## config.mk

```make
export PLATFORM = sky130hd
export DESIGN_NAME = tlink_uncached_tracker
export DESIGN_NICKNAME = d
export VERILOG_FILES = /design/src/rtl/tlink_uncached_tracker.sv
export SDC_FILE = /design/constraint.sdc
export NUM_CORES = 1
export LEC_CHECK = 0
export BUFFER_PORTS_ARGS = -buffer_cell sky130_fd_sc_hd__clkbuf_2
export CELL_PAD_IN_SITES_DETAIL_PLACEMENT = 0
export CELL_PAD_IN_SITES_GLOBAL_PLACEMENT = 1
export CORE_MARGIN = 4
export CORE_UTILIZATION = 35
export CTS_CLUSTER_DIAMETER = 150
export DETAILED_ROUTE_END_ITERATION = 12
export GPL_TIMING_DRIVEN = 0
export HOLD_SLACK_MARGIN = 0.08
export PLACE_DENSITY = 0.81
export SYNTH_ARGS = -nofsm -noshare
export SYNTH_HDL_FRONTEND = slang
export SYNTH_SLANG_ARGS = --single-unit
```

## constraint.sdc

```tcl
create_clock -name clk -period 2.1 [get_ports clk]
set_clock_uncertainty 0.15 [all_clocks]
set_input_delay 0.105 -clock clk [delete_from_list [all_inputs] [get_ports clk]]
set_output_delay 0.105 -clock clk [all_outputs]
set_load 0.005 [all_outputs]
```

## src/rtl/tlink_uncached_tracker.sv

```systemverilog
// Manager-side TileLink tracker: one uncached single-beat access per Acquire, Grant, then Finish.
// Optional macro TLINK_TRACKER_FINISH_EN keeps the FINISH state; without it the Grant handshake retires.
module tlink_uncached_tracker #(
  parameter int unsigned          ADDR_BITS = 32,
  parameter int unsigned          DATA_BITS = 64,
  parameter int unsigned          CXID_BITS = 4,
  parameter int unsigned          MXID_BITS = 2,
  parameter int unsigned          EP_BITS   = 2,
  parameter logic [MXID_BITS-1:0] MY_MXID   = '0,
  parameter logic [2:0]           ACQ_RD    = 3'd2,
  parameter logic [2:0]           ACQ_WR    = 3'd4,
  parameter logic [3:0]           GNT_RD    = 4'd3,
  parameter logic [3:0]           GNT_WR    = 4'd4,
  parameter logic [3:0]           GNT_ERR   = 4'd15
) (
  input  logic                 clk,
  input  logic                 rstn,
  input  logic                 acq_valid,
  output logic                 acq_ready,
  input  logic [EP_BITS-1:0]   acq_src,
  input  logic [EP_BITS-1:0]   acq_dst,
  input  logic [ADDR_BITS-1:0] acq_addr,
  input  logic [CXID_BITS-1:0] acq_client_xact_id,
  input  logic [DATA_BITS-1:0] acq_data,
  input  logic                 acq_uncached,
  input  logic [2:0]           acq_a_type,
  input  logic [7:0]           acq_subblock,
  output logic                 mem_req_valid,
  input  logic                 mem_req_ready,
  output logic                 mem_req_we,
  output logic [ADDR_BITS-1:0] mem_req_addr,
  output logic [DATA_BITS-1:0] mem_req_wdata,
  input  logic                 mem_resp_valid,
  input  logic [DATA_BITS-1:0] mem_resp_rdata,
  output logic                 gnt_valid,
  input  logic                 gnt_ready,
  output logic [EP_BITS-1:0]   gnt_src,
  output logic [EP_BITS-1:0]   gnt_dst,
  output logic [CXID_BITS-1:0] gnt_client_xact_id,
  output logic [MXID_BITS-1:0] gnt_manager_xact_id,
  output logic [DATA_BITS-1:0] gnt_data,
  output logic [3:0]           gnt_g_type,
  input  logic                 fin_valid,
  output logic                 fin_ready,
  input  logic [EP_BITS-1:0]   fin_dst,
  input  logic [MXID_BITS-1:0] fin_manager_xact_id
);

  // state      | meaning
  // S_IDLE     | accepting an Acquire
  // S_MEM_REQ  | presenting the memory request until accepted
  // S_MEM_RESP | waiting for the single memory response
  // S_GRANT    | presenting the Grant until accepted
  // S_FINISH   | waiting for the matching Finish (macro builds only)
  typedef enum logic [2:0] {
    S_IDLE     = 3'd0,
    S_MEM_REQ  = 3'd1,
    S_MEM_RESP = 3'd2,
    S_GRANT    = 3'd3
`ifdef TLINK_TRACKER_FINISH_EN
    , S_FINISH = 3'd4
`endif
  } state_e;

  state_e state_q, state_d;

  logic                 acq_ready_q, acq_ready_d;
  logic                 mem_req_valid_q, mem_req_valid_d;
  logic                 mem_req_we_q, mem_req_we_d;
  logic [ADDR_BITS-1:0] mem_req_addr_q, mem_req_addr_d;
  logic [DATA_BITS-1:0] mem_req_wdata_q, mem_req_wdata_d;
  logic                 gnt_valid_q, gnt_valid_d;
  logic [EP_BITS-1:0]   gnt_src_q, gnt_src_d;
  logic [EP_BITS-1:0]   gnt_dst_q, gnt_dst_d;
  logic [CXID_BITS-1:0] gnt_cxid_q, gnt_cxid_d;
  logic [MXID_BITS-1:0] gnt_mxid_q, gnt_mxid_d;
  logic [DATA_BITS-1:0] gnt_data_q, gnt_data_d;
  logic [3:0]           gnt_type_q, gnt_type_d;
  logic                 fin_ready_q, fin_ready_d;

  logic acq_fire, acq_ok, acq_is_wr, mem_fire, gnt_fire;
  logic unused_inputs;

  assign acq_fire  = acq_valid & acq_ready_q;
  assign acq_is_wr = (acq_a_type == ACQ_WR);
  assign acq_ok    = acq_uncached & ((acq_a_type == ACQ_RD) | acq_is_wr);
  assign mem_fire  = mem_req_valid_q & mem_req_ready;
  assign gnt_fire  = gnt_valid_q & gnt_ready;

`ifdef TLINK_TRACKER_FINISH_EN
  logic fin_match;
  // gnt_src_q holds the latched acq_dst, which is what a Finish must be addressed to
  assign fin_match     = fin_valid & fin_ready_q & (fin_manager_xact_id == MY_MXID) &
                         (fin_dst == gnt_src_q);
  assign unused_inputs = ^acq_subblock;
`else
  assign unused_inputs = ^{acq_subblock, fin_valid, fin_dst, fin_manager_xact_id};
`endif

  always_comb begin
    state_d         = state_q;
    mem_req_we_d    = mem_req_we_q;
    mem_req_addr_d  = mem_req_addr_q;
    mem_req_wdata_d = mem_req_wdata_q;
    gnt_src_d       = gnt_src_q;
    gnt_dst_d       = gnt_dst_q;
    gnt_cxid_d      = gnt_cxid_q;
    gnt_mxid_d      = gnt_mxid_q;
    gnt_data_d      = gnt_data_q;
    gnt_type_d      = gnt_type_q;

    case (state_q)
      S_IDLE: begin
        if (acq_fire) begin
          mem_req_we_d    = acq_ok & acq_is_wr;
          mem_req_addr_d  = acq_addr;
          mem_req_wdata_d = acq_data;
          gnt_src_d       = acq_dst;
          gnt_dst_d       = acq_src;
          gnt_cxid_d      = acq_client_xact_id;
          gnt_mxid_d      = MY_MXID;
          gnt_data_d      = '0;
          if (!acq_ok)        gnt_type_d = GNT_ERR;
          else if (acq_is_wr) gnt_type_d = GNT_WR;
          else                gnt_type_d = GNT_RD;
          state_d = acq_ok ? S_MEM_REQ : S_GRANT;
        end
      end
      S_MEM_REQ: begin
        if (mem_fire) state_d = S_MEM_RESP;
      end
      S_MEM_RESP: begin
        if (mem_resp_valid) begin
          gnt_data_d = mem_req_we_q ? '0 : mem_resp_rdata;
          state_d    = S_GRANT;
        end
      end
      S_GRANT: begin
`ifdef TLINK_TRACKER_FINISH_EN
        if (gnt_fire) state_d = S_FINISH;
`else
        if (gnt_fire) state_d = S_IDLE;
`endif
      end
`ifdef TLINK_TRACKER_FINISH_EN
      S_FINISH: begin
        if (fin_match) state_d = S_IDLE;
      end
`endif
      default: state_d = S_IDLE;
    endcase

    // Handshake outputs are registered copies of the next state.
    acq_ready_d     = (state_d == S_IDLE);
    mem_req_valid_d = (state_d == S_MEM_REQ);
    gnt_valid_d     = (state_d == S_GRANT);
`ifdef TLINK_TRACKER_FINISH_EN
    fin_ready_d     = (state_d == S_FINISH);
`else
    fin_ready_d     = 1'b1;
`endif
  end

  always_ff @(posedge clk or negedge rstn) begin
    if (!rstn) begin
      state_q         <= S_IDLE;
      acq_ready_q     <= 1'b0;
      mem_req_valid_q <= 1'b0;
      mem_req_we_q    <= 1'b0;
      mem_req_addr_q  <= '0;
      mem_req_wdata_q <= '0;
      gnt_valid_q     <= 1'b0;
      gnt_src_q       <= '0;
      gnt_dst_q       <= '0;
      gnt_cxid_q      <= '0;
      gnt_mxid_q      <= '0;
      gnt_data_q      <= '0;
      gnt_type_q      <= '0;
      fin_ready_q     <= 1'b0;
    end else begin
      state_q         <= state_d;
      acq_ready_q     <= acq_ready_d;
      mem_req_valid_q <= mem_req_valid_d;
      mem_req_we_q    <= mem_req_we_d;
      mem_req_addr_q  <= mem_req_addr_d;
      mem_req_wdata_q <= mem_req_wdata_d;
      gnt_valid_q     <= gnt_valid_d;
      gnt_src_q       <= gnt_src_d;
      gnt_dst_q       <= gnt_dst_d;
      gnt_cxid_q      <= gnt_cxid_d;
      gnt_mxid_q      <= gnt_mxid_d;
      gnt_data_q      <= gnt_data_d;
      gnt_type_q      <= gnt_type_d;
      fin_ready_q     <= fin_ready_d;
    end
  end

  assign acq_ready           = acq_ready_q;
  assign mem_req_valid       = mem_req_valid_q;
  assign mem_req_we          = mem_req_we_q;
  assign mem_req_addr        = mem_req_addr_q;
  assign mem_req_wdata       = mem_req_wdata_q;
  assign gnt_valid           = gnt_valid_q;
  assign gnt_src             = gnt_src_q;
  assign gnt_dst             = gnt_dst_q;
  assign gnt_client_xact_id  = gnt_cxid_q;
  assign gnt_manager_xact_id = gnt_mxid_q;
  assign gnt_data            = gnt_data_q;
  assign gnt_g_type          = gnt_type_q;
  assign fin_ready           = fin_ready_q;

endmodule

```

==> key figures, run 1 <==
Critical path
  • Critical path cell sequence: and3b_1, nand3b_1, dlygate4sd3_1, a211oi_1
  • Crit-path slowest cell: dlygate4sd3_1
  • Setup crit end kind: register
  • Startpoint types: register
  • CP Max Fanout: 7
  • CP bufs+invs: 1
  • CP required: 2.27 ns
  • Arrival time at the worst endpoint: 2.09 ns
  • Top Family by Delay on Critical Path: buffers and inverters
  • CP Class: reg2reg
  • Slowest stage delay, CP: 0.61 ns

Floorplanning
  • FP Rows: 52
  • Starting density of the core: 35.82%
  • Core ar.: 20430 µm²
  • Die area: 23290 µm²
  • # IOs: 370
  • Die W: 152.6 µm
  • Die H: 152.6 µm

Global route
  • Global-route wire length before repair: 35450 µm
  • Met3 usage: 6.021%
  • M1 GR Usage: 21.42%
  • Vias in the first global route: 6750
  • Total gr overflow: 0
  • Initial antenna violation count: 0
  • GRT Util Overall: 18.70%
  • Met2 layer usage reported by global route: 32.64%
  • GRT busiest layer: met2
  • Largest net degree at the start of global routing: 92

Yosys
  • Yosys top cell area share: 61.21%
  • Mux cell area share after synthesis: 26.55%
  • Post-synthesis compound-gate area fraction: 0.9574%
  • Ys async rst share: 100.0%
  • Synthesized area: 7318 µm²
  • Number of enable flip-flop cells after synthesis: 0
  • Yosys warnings: 0
  • Post-synthesis adder-cell area fraction: 0%
  • Synth Area in Simple Gates: 4.907%
  • Yosys cell types: 27
  • Synth area leader: dfrtp_1
  • Flop and latch count out of synthesis: 179
  • Synth Area per Inst: 13.65 µm²
  • Most area-consuming cells after synthesis: dfrtp_1 (61%), mux2_2 (12%), mux2i_1 (8.8%)
  • Register area share after synthesis: 61.21%
  • Largest family of logic cells by synthesized area: multiplexers
  • Synth Area in XOR/XNOR: 0.1197%
  • Ys flop type: dfrtp_1
  • Synthesized instance count: 536

STA
  • Unrepaired setup endpoints after global routing: no
  • Crit share post-route: 91.36%
  • Max Fclk: 0.5212 GHz
  • Final Hold Vio Count: 0
  • Tmin final: 1.919 ns
  • Setup TNS Final: 0 ns
  • Hold_ws: 0.1214 ns
  • Max Slew Vio Count: 0
  • Least-Margin Pin Slew: 0.7546 ns
  • Max_slew headroom: 49.69%
  • Setup violation total in the final timing report: 0

Layout
  • Layout net count: 1281
  • Share of layout cells above drive strength 1: 47.42%
  • Final core utilization: 57.90%
  • Final cell count without fillers: 1373
  • Area growth from synthesis to layout: 61.63%
  • Commonest non-fill, non-tap cell in the layout: clkbuf_2
  • # diodes: 0
  • Fill count: 1688
  • Most frequent cells in the layout: clkbuf_2 (353), dfrtp_1 (179), dlygate4sd3_1 (178), mux2_2 (77), nand2_1 (66)

Route
  • First-pass iteration count of the detailed router: 4
  • Via count: 6024
  • DRT iter0 DRCs: 190
  • Final wirelength: 21860 µm
  • ANT nets after route: 0
  • Via density: 4.387
  • Residual DRC: 0
  • Drt wl/cell: 15.92 µm

Flow run
  • Max Cap Violations: 0

CTS
  • Post-CTS Hold Fix Bufs: 177
  • CTS max path bufs: 2
  • CTS buffer count: 17
  • Reg clk slew, reported paths: 0.07 ns
  • Clock sink count: 179
  • Htree depth: 4
  • Post-CTS Setup Inserts: 0
  • Clk root buf: clkbuf_16
  • Worst-Skew Late Latency: 0.41 ns
  • CTS resizes: 0
  • CTS tree: built

Power and ir drop
  • Lkg Pwr: 5.903 nW
  • Max IR drop VDD: 0.6602 mV
  • Power Density: 1145 nW/µm²

Place
  • DP HPWL: 14840 µm
  • Port bufs: 354
  • Cell Count Post-Placement: 1163
  • Gp weighted congestion: 0.7986

Worst hold path
  • HP Class: in2async

Status
  • Status: completed
state kept, by name, summed over array words and instances, names as in the netlist, 2 cells and up:
signal	count
mem_req_addr	32
mem_req_wdata	64
gnt_dst	2
gnt_client_xact_id	4
gnt_src	2
gnt_g_type	3
state_q	3
gnt_data	64
area by class of cell:
type                            count  area, µm²  area share, %
Inverter                           65      244.0          2.063
Multi-Input combinational cell    266       2396          20.26
Clock inverter                     12      118.9          1.005
Sequential cell                   179       4479          37.87
Buffer                             28      206.4          1.745
Timing Repair Buffer              533       3590          30.35
Clock buffer                       20      456.7          3.861
Tap cell                          270      337.8          2.856
cells by family after synthesis:
| kind of cell | count (synthesis) |
|---|---|
| AND/OR/NAND/NOR | 82 |
| other | 2 |
| multiplexers | 170 |
| AO/OA/AOI/OAI | 9 |
| buffers and inverters | 93 |
| XOR/XNOR | 1 |
| flip-flops | 179 |
stage by stage:
step,worst slack [ns],cell area (µm²),power [W]
detailed placement,0.1927,9472,0.01018
finish,0.1814,11830,0.01355
floorplan,0.4773,7326,0.007895
global placement,-2.747,9435,0.01006
CTS,0.1792,11820,0.01363
global route,0.03759,11830,0.01442
metal layers:
| layer | up-vias | wire length (µm) |
|---|---|---|
| met5 | - | 0 |
| met4 | 0 | 680 |
| met3 | 51 | 1598 |
| met2 | 256 | 10960 |
| met1 | 2854 | 8630 |
| li1 | 2863 | - |
cells in the mapped netlist (2+ instances only):
| library cell | instances |
|---|---|
| nand3b_1 | 3 |
| nor4b_1 | 2 |
| and3b_1 | 3 |
| a21o_1 | 2 |
| buf_2 | 15 |
| mux2_2 | 77 |
| nor2b_1 | 2 |
| nand2_1 | 66 |
| buf_4 | 4 |
| conb_1 | 2 |
| mux2_4 | 29 |
| dfrtp_1 | 179 |
| buf_6 | 9 |
| a21oi_1 | 2 |
| inv_1 | 65 |
| mux2i_1 | 64 |
| nand3_1 | 2 |
where the power goes:
group	switching [W]	total [W]	internal, W
Sequential	0.000798	0.00564	0.00484
Clock	0.00148	0.00312	0.00163
Combinational	0.00202	0.00480	0.00277
path summary, 6_finish.rpt:
check	cells past startpoint	slack (ns)	end	from
worst max-delay path	4	0.18	mem_req_valid	state_q[1]
worst min-delay path	2	0.12	gnt_data[26]	rstn
worst max register to register	4	0.18	mem_req_valid	state_q[1]
worst min register to register	1	0.34	gnt_g_type[3]	gnt_g_type[3]
max in group asynchronous	3	0.74	gnt_data[8]	rstn
min in group clk	4	0.17	gnt_g_type[1]	acq_a_type[0]
worst register-to-register path: stages (launching register included):
cell and delay, ns:
dfrtp_1 0.44, and3b_1 0.21, nand3b_1 0.18, dlygate4sd3_1 0.61
a211oi_1 0.24
Note: power is estimated with default switching activity, not from simulation.
==> run 2, diff against run 1 <==
--- a/constraint.sdc
+++ b/constraint.sdc
@@ -4,2 +4,2 @@
 set_output_delay 0.105 -clock clk [all_outputs]
-set_load 0.005 [all_outputs]
+set_load 0.1 [all_outputs]
==> key figures, run 2 (synthesized netlist as in run 1, its figures left out) <==
Place
  • DP HPWL: 14700 µm (-0.94%)
  • Gp weighted congestion: 0.7801 (-2.3%)
  • Port bufs: 354 (unchanged)
  • DP Area: 9473 µm² (about the same)

CTS
  • CTS buffer count: 17 (unchanged)
  • CTS max path bufs: 2 (unchanged)
  • Post-CTS Setup Inserts: 0 (unchanged)
  • Htree depth: 4 (unchanged)
  • CTS tree: built
  • Worst-Skew Late Latency: 0.41 ns (about the same)
  • CTS resizes: 0 (unchanged)
  • Post-CTS Hold Fix Bufs: 179 (+1.1%)
  • Clock sink count: 179 (unchanged)
  • Clk root buf: clkbuf_16
  • Reg clk slew, reported paths: 0.07 ns (about the same)

Layout
  • Final instance area: 11850 µm² (+0.16%)
  • Final core utilization: 57.99% (+0.092 points)
  • Share of layout cells above drive strength 1: 47.28% (-0.13 points)
  • # diodes: 0 (unchanged)
  • Area growth from synthesis to layout: 61.89%
  • Most frequent cells in the layout: clkbuf_2 (353), dlygate4sd3_1 (179), dfrtp_1 (178), mux2_2 (77), nand2_1 (66)
  • Layout net count: 1282 (+0.078%)
  • Commonest non-fill, non-tap cell in the layout: clkbuf_2

Critical path
  • CP bufs+invs: 1 (unchanged)
  • Arrival time at the worst endpoint: 2.13 ns (+0.04 ns)
  • Slowest stage delay, CP: 0.61 ns (about the same)
  • CP Max Fanout: 7 (unchanged)
  • Setup crit end kind: register
  • Critical R2R Capture: mem_req_valid
  • Register-to-Register Path Depth: 4 (unchanged)
  • Critical path cell sequence: and3b_1, nand3b_1, dlygate4sd3_1, a211oi_1
  • CP required: 2.27 ns (about the same)
  • Crit Reg-Reg Startpoint: state_q[1]
  • Reg2Reg Setup Slack: 0.13 ns (-0.05 ns)
  • CP Class: reg2reg
  • Worst path depth: 4 (unchanged)
  • Top Family by Delay on Critical Path: buffers and inverters
  • Startpoint types: register
  • Crit-path slowest cell: dlygate4sd3_1

Route
  • Drt wl/cell: 15.82 µm (-0.63%)
  • First-pass iteration count of the detailed router: 4 (unchanged)
  • Residual DRC: 0 (unchanged)
  • ANT nets after route: 0 (unchanged)
  • DRT iter0 DRCs: 180 (-5.3%)
  • Via count: 6028 (+0.066%)
  • Final wirelength: 21740 µm (-0.55%)
  • Via density: 4.387 (about the same)

Flow run
  • Max Cap Violations: 0 (unchanged)

Floorplanning
  • # IOs: 370 (unchanged)
  • Core ar.: 20430 µm² (unchanged)
  • Starting density of the core: 35.82% (unchanged)
  • FP Rows: 52 (unchanged)
  • Die H: 152.6 µm (unchanged)
  • Die W: 152.6 µm (unchanged)
  • Die area: 23290 µm² (unchanged)

Global route
  • Largest net degree at the start of global routing: 94 (+2.2%)
  • M1 GR Usage: 21.46% (+0.046 points)
  • Vias in the first global route: 6692 (-0.86%)
  • Met3 usage: 5.879% (-0.14 points)
  • Initial antenna violation count: 0 (unchanged)
  • GRT busiest layer: met2
  • Met2 layer usage reported by global route: 32.67% (about the same)
  • GRT Util Overall: 18.59% (-0.10 points)
  • Global-route wire length before repair: 35130 µm (-0.90%)
  • Total gr overflow: 0 (unchanged)

STA
  • Least-Margin Pin Slew: 0.7176 ns (-0.03705 ns)
  • Max_slew headroom: 52.16% (+2.5 points)
  • Final Hold Vio Count: 0 (unchanged)
  • Setup violation total in the final timing report: 0 (unchanged)
  • Tmin final: 1.966 ns (+0.04693 ns)
  • Max Slew Vio Count: 0 (unchanged)
  • Hold_ws: 0.1426 ns (+0.02119 ns)
  • Unrepaired setup endpoints after global routing: no
  • Max Fclk: 0.5088 GHz (-2.4%)
  • Crit share post-route: 93.60% (+2.2 points)

Worst hold path
  • HP Class: in2async

Status
  • Status: completed
## run 2: changes by cell type in the layout (fill, tap and decap cells not counted), sizes merged
cell,change
bufinv,+2
clkinvlp,+2
inv,-1
clkinv,-3
dlygate4sd3,+1
## run 2: worst max path at each step
stage	start	end
5_1_grt	state_q[1]	mem_req_valid
4_1_cts	state_q[1]	mem_req_valid
2_1_floorplan	acq_ready	mem_req_wdata[31]
3_3_place_gp	rstn	acq_ready
3_5_place_dp	state_q[1]	mem_req_wdata[53]
6_report	state_q[1]	mem_req_valid
## run 2: per-layer routing
layer	up-vias	wire length, µm
met3	40	1414
li1	2853	-
met2	240	11100
met4	0	583
met5	-	0
met1	2895	8646
## run 2: through the flow
stage | std cells | TNS, ns | worst slack (ns)
after floorplan | 538 | 0 | 0.1837
after global placement | 1162 | -487.89 | -3.097
after detailed placement | 1163 | 0 | 0.1637
after CTS | 1374 | 0 | 0.1349
after global routing | 1374 | 0 | 0.05864
final | 1374 | 0 | 0.1345
## run 2: final cells by class
type | instances | area (µm²)
inverters | 65 | 244.0
well taps | 270 | 337.8
multi-input cells | 266 | 2396
fillers | 1677 | 8582
clock inverters | 12 | 146.4
plain buffers | 28 | 206.4
repair buffers | 534 | 3600
flip-flops and latches | 179 | 4481
clock buffers | 20 | 436.7
Power of run 2 is left out: the tool's default activity adds up to more than one toggle a clock period on the data nets, which glitch-free logic cannot reach.
